==> config.mk <==
export PLATFORM = sky130hd
export DESIGN_NAME = div_unit_flat
export DESIGN_NICKNAME = d
export VERILOG_FILES = /design/src/rtl/div_if.sv /design/src/rtl/div_unit.sv /design/src/flat_wrapper.sv
export SDC_FILE = /design/constraint.sdc
export NUM_CORES = 1
export LEC_CHECK = 0
export BUFFER_PORTS_ARGS = -buffer_cell sky130_fd_sc_hd__buf_4
export CAP_MARGIN = 20
export CORE_MARGIN = 5
export CORE_UTILIZATION = 55
export CTS_CLUSTER_DIAMETER = 60
export DETAILED_ROUTE_END_ITERATION = 8
export HOLD_SLACK_MARGIN = 0.03
export PLACE_DENSITY = 0.76
export SLEW_MARGIN = 20
export SYNTH_ARGS = -nofsm -noshare
export SYNTH_HDL_FRONTEND = slang
export SYNTH_SLANG_ARGS = --single-unit
==> constraint.sdc <==
create_clock -name clk -period 14.34 [get_ports clk]
set_input_delay 2.868 -clock clk [delete_from_list [all_inputs] [get_ports clk]]
set_output_delay 2.868 -clock clk [all_outputs]
set_load 0.02 [all_outputs]
==> src/rtl/div_if.sv <==
// Handshake and result bundle between the Execute-stage control and the divider.
interface div_if #(
   parameter int WIDTH = 32
);
   logic             start;
   logic             signed_div;
   logic             annul;
   logic [WIDTH-1:0] a;
   logic [WIDTH-1:0] b;
   logic             stall_div;
   logic             ready;
   logic [WIDTH-1:0] hi;
   logic [WIDTH-1:0] lo;

   modport master (
      output start, signed_div, annul, a, b,
      input  stall_div, ready, hi, lo
   );

   modport slave (
      input  start, signed_div, annul, a, b,
      output stall_div, ready, hi, lo
   );
endinterface

==> src/rtl/div_unit.sv <==
// Radix-2 restoring divider for MIPS DIV/DIVU; one quotient bit per cycle, result into HI/LO.
module div_unit #(
   parameter int WIDTH = 32
) (
   input  logic  clk,
   input  logic  rst,
   div_if.slave  bus
);
   localparam int CNT_W = $clog2(WIDTH + 1);

   typedef enum logic [1:0] {IDLE, BUSY, DONE} state_t;

   state_t           state, stateNext;
   logic [CNT_W-1:0] cnt;
   logic [WIDTH-1:0] rem, quo, absB;
   logic             negQuo, negRem;
   logic [WIDTH:0]   remShift, trial;
   logic [WIDTH-1:0] remNext, quoNext;
   logic             takeStart, lastIter, divZero;

   function automatic logic [WIDTH-1:0] condNeg(input logic [WIDTH-1:0] v, input logic neg);
      return neg ? (~v + {{(WIDTH-1){1'b0}}, 1'b1}) : v;
   endfunction

   function automatic logic [WIDTH-1:0] absVal(input logic signed [WIDTH-1:0] v, input logic isSigned);
      return condNeg(v, isSigned && (v < 0));
   endfunction

   assign takeStart = (state == IDLE) && bus.start && !bus.annul;
   assign lastIter  = (state == BUSY) && (cnt == CNT_W'(1));
   assign divZero   = (bus.b == '0);

   // trial[WIDTH] is the exact sign: rem < |b| guarantees a non-negative trial is below |b|
   assign remShift = {rem, quo[WIDTH-1]};
   assign trial    = remShift - {1'b0, absB};
   assign remNext  = trial[WIDTH] ? remShift[WIDTH-1:0] : trial[WIDTH-1:0];
   assign quoNext  = {quo[WIDTH-2:0], ~trial[WIDTH]};

   always_ff @(posedge clk or negedge rst) begin
      if (!rst) state <= IDLE;
      else      state <= stateNext;
   end

   always_comb begin
      stateNext = state;
      unique case (state)
         IDLE: if (takeStart) stateNext = divZero ? DONE : BUSY;
         BUSY: begin
            if (bus.annul)    stateNext = IDLE;
            else if (lastIter) stateNext = DONE;
         end
         DONE:    stateNext = IDLE;
         default: stateNext = IDLE;
      endcase
   end

   always_ff @(posedge clk or negedge rst) begin
      if (!rst) begin
         cnt    <= '0;
         rem    <= '0;
         quo    <= '0;
         absB   <= '0;
         negQuo <= 1'b0;
         negRem <= 1'b0;
         bus.hi <= '0;
         bus.lo <= '0;
      end else if (takeStart) begin
         rem    <= '0;
         quo    <= absVal(bus.a, bus.signed_div);
         absB   <= absVal(bus.b, bus.signed_div);
         cnt    <= CNT_W'(WIDTH);
         negQuo <= bus.signed_div && (bus.a[WIDTH-1] ^ bus.b[WIDTH-1]);
         negRem <= bus.signed_div && bus.a[WIDTH-1];
         // Divide by zero bypasses the iteration: raw dividend, no sign fix-up
         if (divZero) begin
            bus.lo <= '1;
            bus.hi <= bus.a;
         end
      end else if ((state == BUSY) && !bus.annul) begin
         rem <= remNext;
         quo <= quoNext;
         cnt <= cnt - CNT_W'(1);
         if (lastIter) begin
            bus.lo <= condNeg(quoNext, negQuo);
            bus.hi <= condNeg(remNext, negRem);
         end
      end
   end

   assign bus.ready     = (state == DONE);
   assign bus.stall_div = rst && (takeStart || (state == BUSY));
endmodule
==> src/flat_wrapper.sv <==
// flat-port wrapper written by rule: the top's interface ports become plain ports
module div_unit_flat 
#(
   parameter int WIDTH = 32
)
  (clk, rst, bus_start, bus_signed_div, bus_annul, bus_a, bus_b, bus_stall_div, bus_ready, bus_hi, bus_lo);
  div_if #(.WIDTH(WIDTH)) bus_i ();
  input  logic clk;
  input  logic rst;
  input wire logic [$bits(bus_i.start)-1:0] bus_start;
  input wire logic [$bits(bus_i.signed_div)-1:0] bus_signed_div;
  input wire logic [$bits(bus_i.annul)-1:0] bus_annul;
  input wire logic [$bits(bus_i.a)-1:0] bus_a;
  input wire logic [$bits(bus_i.b)-1:0] bus_b;
  output wire logic [$bits(bus_i.stall_div)-1:0] bus_stall_div;
  output wire logic [$bits(bus_i.ready)-1:0] bus_ready;
  output wire logic [$bits(bus_i.hi)-1:0] bus_hi;
  output wire logic [$bits(bus_i.lo)-1:0] bus_lo;
  assign bus_i.start = bus_start;
  assign bus_i.signed_div = bus_signed_div;
  assign bus_i.annul = bus_annul;
  assign bus_i.a = bus_a;
  assign bus_i.b = bus_b;
  assign bus_stall_div = bus_i.stall_div;
  assign bus_ready = bus_i.ready;
  assign bus_hi = bus_i.hi;
  assign bus_lo = bus_i.lo;
  div_unit #(.WIDTH(WIDTH)) u_core (.clk(clk), .rst(rst), .bus(bus_i));
endmodule
==> results of run 1 <==
==> path summary, 6_finish.rpt <==
path / from / to / depth (start not counted)
setup reg to reg: u_core.quo[31]$_DFFE_PN0P_ / u_core.bus.hi[30]$_DFFE_PN0P_ / 16
max in group asynchronous: rst / u_core.rem[25]$_DFFE_PN0P_ / 3
setup / recovery: bus_annul / bus_stall_div / 4
min in group asynchronous: rst / u_core.bus.lo[13]$_DFFE_PN0P_ / 1
hold / removal: u_core.absB[15]$_DFFE_PN0P_ / u_core.absB[15]$_DFFE_PN0P_ / 2
hold reg to reg: u_core.absB[15]$_DFFE_PN0P_ / u_core.absB[15]$_DFFE_PN0P_ / 2
==> metrics by stage <==
stage | power [mW] | hold slack (ns) | area [µm²] | std cells | utilization (%)
2_1_floorplan | 2.41 | 0.450 | 11800 | 1472 | -
3_3_place_gp | 2.91 | 0.462 | 12900 | 1808 | 61.3
3_5_place_dp | 2.95 | 0.471 | 12900 | 1808 | 61.3
4_1_cts | 3.41 | 0.485 | 13500 | 1840 | 63.9
5_1_grt | 3.70 | 0.511 | 13500 | 1841 | 63.9
6_report | 3.42 | 0.478 | 13500 | 1841 | 63.9
==> cells by family after synthesis <==
family / count (synthesis)
AO/OA/AOI/OAI: 440
XOR/XNOR: 148
adder cells (fa/ha/maj): 39
buffers and inverters: 138
flip-flops: 170
multiplexers: 31
AND/OR/NAND/NOR: 506
==> area by class of cell <==
type	count	share of cell area, %
Clock buffer	19	3.21
Clock inverter	13	0.872
Inverter	56	1.56
Multi-Input combinational cell	1164	52.2
Sequential cell	170	31.5
Tap cell	275	2.55
Timing Repair Buffer	144	8.07
==> sequential cells by signal, indices dropped and copies added (netlist names) <==
signal	count
u_core.quo	32
u_core.rem	32
u_core.state	2
u_core.cnt	6
u_core.absB	32
u_core.bus.hi	32
u_core.negQuo	1
u_core.negRem	1
u_core.bus.lo	32
==> layout by cell type (no fill, tap or decap), types with 7 or more instances in the layout <==
| cell type | n |
|---|---|
| a31oi_1 | 33 |
| or4_1 | 12 |
| nor2_1 | 135 |
| inv_1 | 55 |
| nor4_1 | 15 |
| nor2b_1 | 8 |
| and3_1 | 15 |
| xor2_1 | 72 |
| nand2b_1 | 9 |
| a21oi_1 | 137 |
| o41ai_1 | 9 |
| buf_4 | 142 |
| o31ai_1 | 24 |
| nor3_1 | 29 |
| ha_1 | 38 |
| nand2_1 | 208 |
| a211oi_1 | 10 |
| o21ai_0 | 151 |
| a21o_1 | 10 |
| o21a_1 | 7 |
| nand4_1 | 14 |
| xnor2_1 | 76 |
| mux2i_1 | 30 |
| clkbuf_16 | 17 |
| or3_1 | 17 |
| nand3_1 | 18 |
| dfrtp_1 | 170 |
==> per-layer routing <==
metal	GRT usage, %	vias up
met2	41.0	408
met1	35.7	5016
met5	0	-
li1	-	5340
met3	4.42	43
met4	6.82	0
==> tightest hold or removal path, stage by stage (launching register included) <==
cell	delay, ns
dfrtp_1	0.34
nand2_1	0.04
o21ai_0	0.06
==> power groups by stage <==
stage	clock network [mW]	registers [mW]	logic [mW]
global placement	0	0.828	2.08
finish	0.440	0.829	2.15
global route	0.464	0.852	2.38
floorplan	0	0.875	1.53
CTS	0.445	0.824	2.14
detailed placement	0	0.831	2.12
==> results by group, run 1 <==
Drt
  • DRT Pass-1 Iters: 5
  • Max Used Layer: met4
  • Final wirelength: 30900 µm
  • WL/cell: 16.8 µm
  • Met1 wire length: 13700 µm
  • Vias post-DR: 10807
  • DRC viols: 0
  • Met2 routed WL: 14300 µm
  • Routed Antenna Nets: 0
  • Met3 Wirelength: 2310 µm
  • Avg Vias per Cell: 5.87
  • Initial DRC Count: 907

Worst setup path
  • Worst reg2reg setup slack: 8.96 ns
  • Crit path capture type: primary output
  • Worst path max stage delay: 0.26 ns
  • Crit-path most repeated cell: buf_4
  • Crit path DAT: 3.58 ns
  • Slowest CP cell: nor4b_2
  • CP startpoint kind: input port
  • Crit-path leading delay family: buffers and inverters
  • Buf/Inv on CP: 2
  • Crit path max fanout: 7
  • WP data required: 11.47 ns
  • Kind of critical path: input port to primary output
  • Cell Chain, Critical Path: buf_4, nor4b_2, o21a_1, buf_4

Synthesis
  • Synth Cell Area: 0.0118 mm²
  • Yosys top cell area share: 36.0%
  • Synth Net Count: 1580
  • Seq/Total Area, Yosys: 36.0%
  • Largest family of logic cells by synthesized area: compound AO/OA/AOI/OAI gates
  • Cell taking the most area after synthesis: dfrtp_1
  • EDFF count, synth: 0
  • Dominant synthesized flop cell: dfrtp_1
  • Most instantiated library cell after synthesis: nand2_1
  • Top cells by area, synth: dfrtp_1 36%, nand2_1 6.6%, o21ai_0 6.4%
  • Synth cell count leaders: 208 x nand2_1, 170 x dfrtp_1, 151 x o21ai_0
  • Synth Area in Simple Gates: 19.4%
  • Synthesis-stage register bit count: 170
  • Synth async-reset ratio: 100%
  • Post-Synth XOR/XNOR Area: 11.0%
  • Mapped Avg Cell Area: 8.02 µm²
  • YS warnings: 0
  • Synth Area in Adders: 4.20%
  • Compound-Gate Fraction of Synth Area: 22.1%
  • Post-Syn Instances: 1472
  • Post-synthesis mux area share: 2.64%
  • Netlist cell types: 70

Placement
  • Pre-CTS setup slack: 7.27 ns
  • GPL Wtd Cong: 0.942
  • Post-DP HPWL: 23000 µm
  • Port bufs: 134

Floorplanning
  • Die ar.: 0.0245 mm²
  • Row count: 53
  • Initial core utilization: 56.0%
  • Core ar.: 0.0211 mm²
  • I/O Pins: 135
  • Chip Height: 157 µm
  • Die width: 157 µm

STA
  • Max Transition Viols Final: 0
  • Post-layout min period: 6.44 ns
  • RSZ-0062 raised after global routing: no
  • Setup ws final: 7.90 ns
  • Final Hold Fails: 0
  • Worst rel slew slack: 30.8%
  • Worst-margin pin slew: 1.04 ns
  • Setup_tns: 0 ns
  • Final worst path period share: 44.9%
  • Final setup viols: 0
  • Maximum clock rate: 155 MHz
  • Setup Skew: 0.0118 ns

Global routing
  • First-pass GRT wire length: 51200 µm
  • Largest net degree at the start of global routing: 91
  • Initial antenna violation count: 0
  • Vias in the first global route: 10304
  • All-Layer GR Usage: 25.4%
  • Congestion Overflow GR: 0

Pwr
  • Pint: 1.75 mW
  • Pwr Density: 254 mW/mm²
  • Gate power share: 62.9%
  • Lkg Pwr: 5.86 nW
  • Sequential share of power: 24.2%
  • Worst ir drop on vdd: 155 µV
  • Sw Share: 48.9%
  • Net Sw Power: 1.67 mW
  • Power share of the clock group: 12.9%

CTS
  • Hold_buf cts: 0
  • CTS root buf: clkbuf_16
  • TritonCTS Sinks: 170
  • Total CTS buffers: 17
  • Worst-Skew Late Latency: 0.43 ns
  • H-tree level count: 4
  • Clock Tree Buf Depth: 2
  • CTS tree: done
  • Worst-path clk slew: 0.06 ns
  • Gates resized, CTS repair: 0
  • Post-CTS setup buffer count: 0

Layout
  • Fill count: 1869
  • Antenna cell count: 0
  • Area of the multi-input gates: 0.00704 mm²
  • Register cell area after layout: 0.00425 mm²
  • Net count, final: 1661
  • Area growth, synth to finish: 14.2%
  • Layout cells sized above 1: 12.8%

Run status
  • Outcome: completed

Min path
  • Min-Delay Path Class: flip-flop to flip-flop

Job
  • Max-Cap Viols: 0
Note: power is estimated with default switching activity, not from simulation.
==> run 2, diff against run 1 <==
Settings changed: CORE_UTILIZATION 55 to 54, PLACE_DENSITY 0.76 to 0.78.
Clock period 14.34 ns to 5.2 ns, I/O delays scaled along.
==> run 2 against run 1 <==
Compared with the run above: count of clock-buffer cells in the layout is 2 lower; worst hold slack better by 0.0028 ns; utilization is 1.4 points lower; sequential power grew to 2.8 times the previous value; sequential cell count stayed put; setup slack worse by 7.5 ns; global-route usage is 0.40 points higher; critical path type is now flip-flop to flip-flop; largest cell class unchanged.
==> results by group, run 2 (synthesis gave the netlist of run 1 again) <==
Layout
  • Layout cells sized above 1: 13.3% (+0.47 points)
  • Area growth, synth to finish: 14.9%
  • Non-Filler Instances: 1851 (+0.54%)
  • Most frequent cells in the layout: 208 x nand2_1, 170 x dfrtp_1, 151 x o21ai_0, 147 x buf_4, 136 x a21oi_1
  • Leading cell type in the layout, fill and taps excluded: nand2_1
  • Fill count: 1914 (+2.4%)
  • Net count, final: 1666 (+0.30%)
  • Antenna cell count: 0 (unchanged)

Floorplanning
  • Core ar.: 0.0217 mm² (+2.8%)
  • Die width: 158 µm (+0.86%)
  • Initial core utilization: 54.4% (-1.6 points)
  • Row count: 54 (+1.9%)
  • Chip Height: 158 µm (+0.86%)
  • I/O Pins: 135 (unchanged)
  • Die ar.: 0.0249 mm² (+1.7%)

Placement
  • Port bufs: 134 (unchanged)
  • Post-DP HPWL: 23800 µm (+3.7%)
  • Pre-CTS setup slack: 0.444 ns (-6.83 ns)
  • GPL Wtd Cong: 0.921 (-2.2%)
  • Placed cell count: 1819 (+0.61%)

Worst setup path
  • WP data required: 5.53 ns (-5.94 ns)
  • Slowest CP cell: dfrtp_1
  • Crit path DAT: 5.08 ns (+1.50 ns)
  • CP startpoint kind: flip-flop
  • R2R Path Start: u_core.quo[31]$_DFFE_PN0P_
  • Crit path capture type: flip-flop
  • Crit path max fanout: 27 (+20)
  • Worst path max stage delay: 0.41 ns (+0.15 ns)
  • Worst setup path startpoint: u_core.quo[31]$_DFFE_PN0P_
  • Cell Chain, Critical Path: inv_1, ha_1, fa_1, nand2b_1, a21o_1, a2111oi_2, o311ai_1, a21oi_2, nor2_4, inv_2, nor2_1, a21oi_1, ha_1, nand4b_2, nor4_2, a21oi_1, xnor2_1, a221o_1
  • Kind of critical path: flip-flop to flip-flop

STA
  • Max Transition Viols Final: 0 (unchanged)
  • Maximum clock rate: 210 MHz
  • Post-layout min period: 4.76 ns
  • Final worst path period share: 91.5%
  • Final setup viols: 0 (unchanged)
  • Setup Skew: 0.0188 ns (+0.00696 ns)
  • Setup ws final: 0.441 ns (-7.46 ns)
  • Final Hold Fails: 0 (unchanged)
  • Setup_tns: 0 ns (unchanged)
  • RSZ-0062 raised after global routing: no
  • Worst rel slew slack: 34.6% (+3.8 points)
  • Worst-margin pin slew: 0.978 ns (-0.0576 ns)

Drt
  • DRT Pass-1 Iters: 5 (unchanged)
  • WL/cell: 17.4 µm (+3.5%)
  • Final wirelength: 32200 µm (+4.1%)
  • Routed Antenna Nets: 0 (unchanged)
  • Avg Vias per Cell: 5.94 (+1.2%)
  • Vias post-DR: 11000 (+1.8%)
  • DRC viols: 0 (unchanged)
  • Initial DRC Count: 1085 (+20%)

CTS
  • TritonCTS Sinks: 170 (unchanged)
  • Clock Tree Buf Depth: 2 (unchanged)
  • Post-CTS setup buffer count: 0 (unchanged)
  • H-tree level count: 4 (unchanged)
  • Total CTS buffers: 17 (unchanged)
  • Worst-path clk slew: 0.07 ns (about the same)
  • CTS tree: done
  • Worst-Skew Late Latency: 0.44 ns (about the same)
  • CTS root buf: clkbuf_16

Min path
  • Min-Delay Path Class: flip-flop to flip-flop
  • HP Start: u_core.absB[26]$_DFFE_PN0P_

Global routing
  • All-Layer GR Usage: 25.8% (+0.40 points)
  • Initial antenna violation count: 0 (unchanged)
  • Vias in the first global route: 10588 (+2.8%)
  • Largest net degree at the start of global routing: 93 (+2.2%)
  • Congestion Overflow GR: 0 (unchanged)
  • First-pass GRT wire length: 52600 µm (+2.8%)

Pwr
  • Total power: 9.59 mW (+180%)
  • Pwr Density: 707 mW/mm² (+180%)
  • Worst ir drop on vdd: 623 µV (+300%)
  • Lkg Pwr: 5.89 nW (+0.56%)

Job
  • Max-Cap Viols: 0 (unchanged)

Run status
  • Outcome: completed
run 2: final timing paths:
| kind | cells past startpoint | end | slack, ns |
|---|---|---|---|
| setup / recovery | 18 | u_core.bus.hi[30]$_DFFE_PN0P_ | 0.44 |
| hold reg to reg | 2 | u_core.absB[26]$_DFFE_PN0P_ | 0.48 |
| min in group asynchronous | 1 | u_core.bus.lo[9]$_DFFE_PN0P_ | 0.59 |
| max in group asynchronous | 2 | u_core.bus.hi[21]$_DFFE_PN0P_ | 3.43 |
| hold / removal | 2 | u_core.absB[26]$_DFFE_PN0P_ | 0.48 |
| setup reg to reg | 18 | u_core.bus.hi[30]$_DFFE_PN0P_ | 0.44 |
run 2: metal layers:
metal / wire [µm] / up-vias / global-route usage, %
li1: - / 5354 / -
met1: 14200 / 5177 / 36.1
met2: 15100 / 427 / 41.9
met3: 2310 / 42 / 4.24
met4: 527 / 0 / 7.05
met5: 0 / - / 0
run 2: report_power, final:
part           leakage (nW)  switching [mW]  internal [mW]
clock                 0.273           0.609          0.636
sequential             2.10           0.482           1.80
combinational          3.52            3.67           2.40
total                  5.89            4.76           4.83
run 2: cell type report:
type                            count  area (µm²)  share of cell area [%]
Tap cell                          280         350                    2.58
Inverter                           56         210                    1.55
Timing Repair Buffer              149        1130                    8.36
Clock inverter                     15         146                    1.08
Multi-Input combinational cell   1164        7050                    51.9
Sequential cell                   170        4250                    31.4
Clock buffer                       17         425                    3.14
run 2: through the flow:
step	cell area, µm²	util (%)	hold slack, ns
3_3_place_gp	13000	59.9	0.462
5_1_grt	13600	62.6	0.506
2_1_floorplan	11800	-	0.450
3_5_place_dp	13000	59.9	0.471
4_1_cts	13600	62.5	0.487
6_report	13600	62.6	0.480
run 2: what timing repair did:
item | CTS | global route
resized for setup | 0 | 1
setup endpoints to repair | 0 | 2
hold buffers | 0 | 0
hold endpoints to repair | 0 | 0
run 2: critical path: cells and delay by family (launching register included):
kind / cells / cell delay [ns]
compound gates: 7 / 1.78
xor+xnor: 1 / 0.15
fa+ha+maj: 3 / 0.95
buf+inv: 2 / 0.45
flops: 1 / 0.41
simple gates: 5 / 0.90
==> run 3, diff against run 2 <==
Settings changed: CORE_UTILIZATION 54 to 55, PLACE_DENSITY 0.78 to 0.76.
Clock period 5.2 ns to 5.65 ns, I/O delays scaled along.
==> run 3 against run 2 <==
Compared with the run above: non-clock buffer count is 4 lower; combinational power fell by 9.1%; via count shrank 1.1%; maximum frequency fell by 3.4%; first-iteration DRC count fell by 14%; utilization increased by 1.6 points; critical path type unchanged.
==> results by group, run 3 (synthesis gave the netlist of run 1 again) <==
Placement
  • Placed cell count: 1810 (-0.49%)
  • GPL Wtd Cong: 0.944 (+2.4%)
  • Placed inst area: 0.0129 mm² (-0.41%)
  • Post-DP HPWL: 23500 µm (-1.3%)
  • Port bufs: 134 (unchanged)

CTS
  • TritonCTS Sinks: 170 (unchanged)
  • H-tree level count: 4 (unchanged)
  • Hold_buf cts: 0 (unchanged)
  • Worst-Skew Late Latency: 0.43 ns (about the same)
  • Clock Tree Buf Depth: 2 (unchanged)
  • Total CTS buffers: 17 (unchanged)
  • CTS tree: done
  • Gates resized, CTS repair: 0 (unchanged)
  • CTS root buf: clkbuf_16
  • Post-CTS setup buffer count: 0 (unchanged)
  • Worst-path clk slew: 0.07 ns (about the same)

Worst setup path
  • WP data required: 5.97 ns (+0.44 ns)
  • Kind of critical path: flip-flop to flip-flop
  • Crit path capture type: flip-flop
  • CP startpoint kind: flip-flop
  • Crit path DAT: 5.25 ns (+0.17 ns)
  • Crit path max fanout: 40 (+48%)

Layout
  • Most frequent cells in the layout: 208 x nand2_1, 170 x dfrtp_1, 151 x o21ai_0, 144 x buf_4, 137 x a21oi_1
  • Net count, final: 1662 (-0.24%)
  • Utilization after layout: 64.1% (+1.6 points)
  • Layout cells sized above 1: 13.0% (-0.35 points)
  • Non-Filler Instances: 1842 (-0.49%)
  • Antenna cell count: 0 (unchanged)
  • Post-route cell area: 0.0135 mm² (-0.32%)
  • Area growth, synth to finish: 14.5%
  • Leading cell type in the layout, fill and taps excluded: nand2_1

Pwr
  • Pint: 4.46 mW (-7.7%)
  • Pwr Density: 650 mW/mm² (-8.1%)
  • Total power: 8.78 mW (-8.4%)
  • Lkg Pwr: 5.88 nW (-0.27%)
  • Sequential share of power: 23.9% (+0.2 points)
  • Power share of the clock group: 13.3% (+0.3 points)
  • Sw Share: 49.2% (-0.39 points)
  • Worst ir drop on vdd: 433 µV (-30%)
  • Gate power share: 62.8% (-0.5 points)
  • Net Sw Power: 4.32 mW (-9.1%)

STA
  • Final Hold Fails: 0 (unchanged)
  • Final worst path period share: 87.2% (-4.3 points)
  • Worst-margin pin slew: 1.04 ns (+0.0623 ns)
  • Post-layout min period: 4.93 ns (+0.170 ns)
  • Setup_tns: 0 ns (unchanged)
  • Setup Skew: 0.0106 ns (-0.00817 ns)
  • Maximum clock rate: 203 MHz (-3.4%)
  • Max Transition Viols Final: 0 (unchanged)
  • RSZ-0062 raised after global routing: no
  • Worst rel slew slack: 30.5% (-4.2 points)
  • Final setup viols: 0 (unchanged)

Run status
  • Outcome: completed

Drt
  • Vias post-DR: 10883 (-1.1%)
  • Final wirelength: 31700 µm (-1.4%)
  • DRT Pass-1 Iters: 5 (unchanged)
  • WL/cell: 17.2 µm (-0.92%)
  • Initial DRC Count: 933 (-14%)
  • Avg Vias per Cell: 5.91 (-0.58%)
  • Routed Antenna Nets: 0 (unchanged)
  • DRC viols: 0 (unchanged)

Floorplanning
  • Die ar.: 0.0245 mm² (-1.7%)
  • I/O Pins: 135 (unchanged)
  • Die width: 157 µm (-0.86%)
  • Row count: 53 (-1.9%)
  • Chip Height: 157 µm (-0.86%)
  • Core ar.: 0.0211 mm² (-2.8%)
  • Initial core utilization: 56.0% (+1.6 points)

Global routing
  • Vias in the first global route: 10337 (-2.4%)
  • Initial antenna violation count: 0 (unchanged)
  • Congestion Overflow GR: 0 (unchanged)
  • First-pass GRT wire length: 51800 µm (-1.6%)
  • Largest net degree at the start of global routing: 93 (unchanged)
  • All-Layer GR Usage: 26.0% (+0.12 points)

Min path
  • Min-Delay Path Class: flip-flop to flip-flop

Job
  • Max-Cap Viols: 0 (unchanged)
[run 3: area by class of cell]
| type | count | area (µm²) |
|---|---|---|
| repair buffers | 145 | 1090 |
| inverters | 56 | 210 |
| fillers | 1869 | 7560 |
| clock buffers | 18 | 429 |
| clock inverters | 14 | 156 |
| multi-input cells | 1164 | 7040 |
| well taps | 275 | 344 |
| flip-flops and latches | 170 | 4250 |
[run 3: final timing paths]
check | endpoint | cells after the start | startpoint | slack (ns)
setup / recovery | u_core.bus.hi[30]$_DFFE_PN0P_ | 16 | u_core.quo[31]$_DFFE_PN0P_ | 0.72
hold / removal | u_core.absB[6]$_DFFE_PN0P_ | 2 | u_core.absB[6]$_DFFE_PN0P_ | 0.48
setup reg to reg | u_core.bus.hi[30]$_DFFE_PN0P_ | 16 | u_core.quo[31]$_DFFE_PN0P_ | 0.72
hold reg to reg | u_core.absB[6]$_DFFE_PN0P_ | 2 | u_core.absB[6]$_DFFE_PN0P_ | 0.48
max in group asynchronous | u_core.absB[23]$_DFFE_PN0P_ | 2 | rst | 3.87
min in group asynchronous | u_core.bus.lo[5]$_DFFE_PN0P_ | 1 | rst | 0.60
[run 3: power by group through the flow]
stage | logic [mW] | registers [mW] | clock network, mW
final | 5.52 | 2.10 | 1.17
after global placement | 5.35 | 2.08 | 0
after CTS | 5.48 | 2.08 | 1.19
after global routing | 6.08 | 2.15 | 1.24
after floorplan | 3.89 | 2.22 | 0
after detailed placement | 5.43 | 2.10 | 0
[run 3: worst max-delay path, stage by stage, from the launching register on]
cell and delay, ns:
dfrtp_1 0.40, inv_1 0.06, ha_1 0.21, fa_1 0.40, nand2b_1 0.20, a21o_1 0.21, a2111oi_2 0.34, o311ai_1 0.15
and3_1 0.31, nor2_4 0.12, buf_4 0.51, mux2i_1 0.62, nand3_1 0.23, nor4_2 0.46, a21oi_1 0.15, xnor2_1 0.15
a221o_1 0.30
[run 3: through the flow]
| step | worst slack, ns | hold WS [ns] |
|---|---|---|
| floorplan | 1.11 | 0.450 |
| global route | 0.297 | 0.507 |
| CTS | 0.746 | 0.485 |
| finish | 0.721 | 0.479 |
| detailed placement | 0.770 | 0.470 |
| global placement | 0.947 | 0.462 |
[run 3: layer usage]
metal  track usage, %  wire, µm  vias to the layer above
met1             36.6     14300                     5118
met5                0         0                        -
met4             6.20       455                        0
met2             42.7     14800                      381
met3             3.51      2240                       40
li1                 -         -                     5344
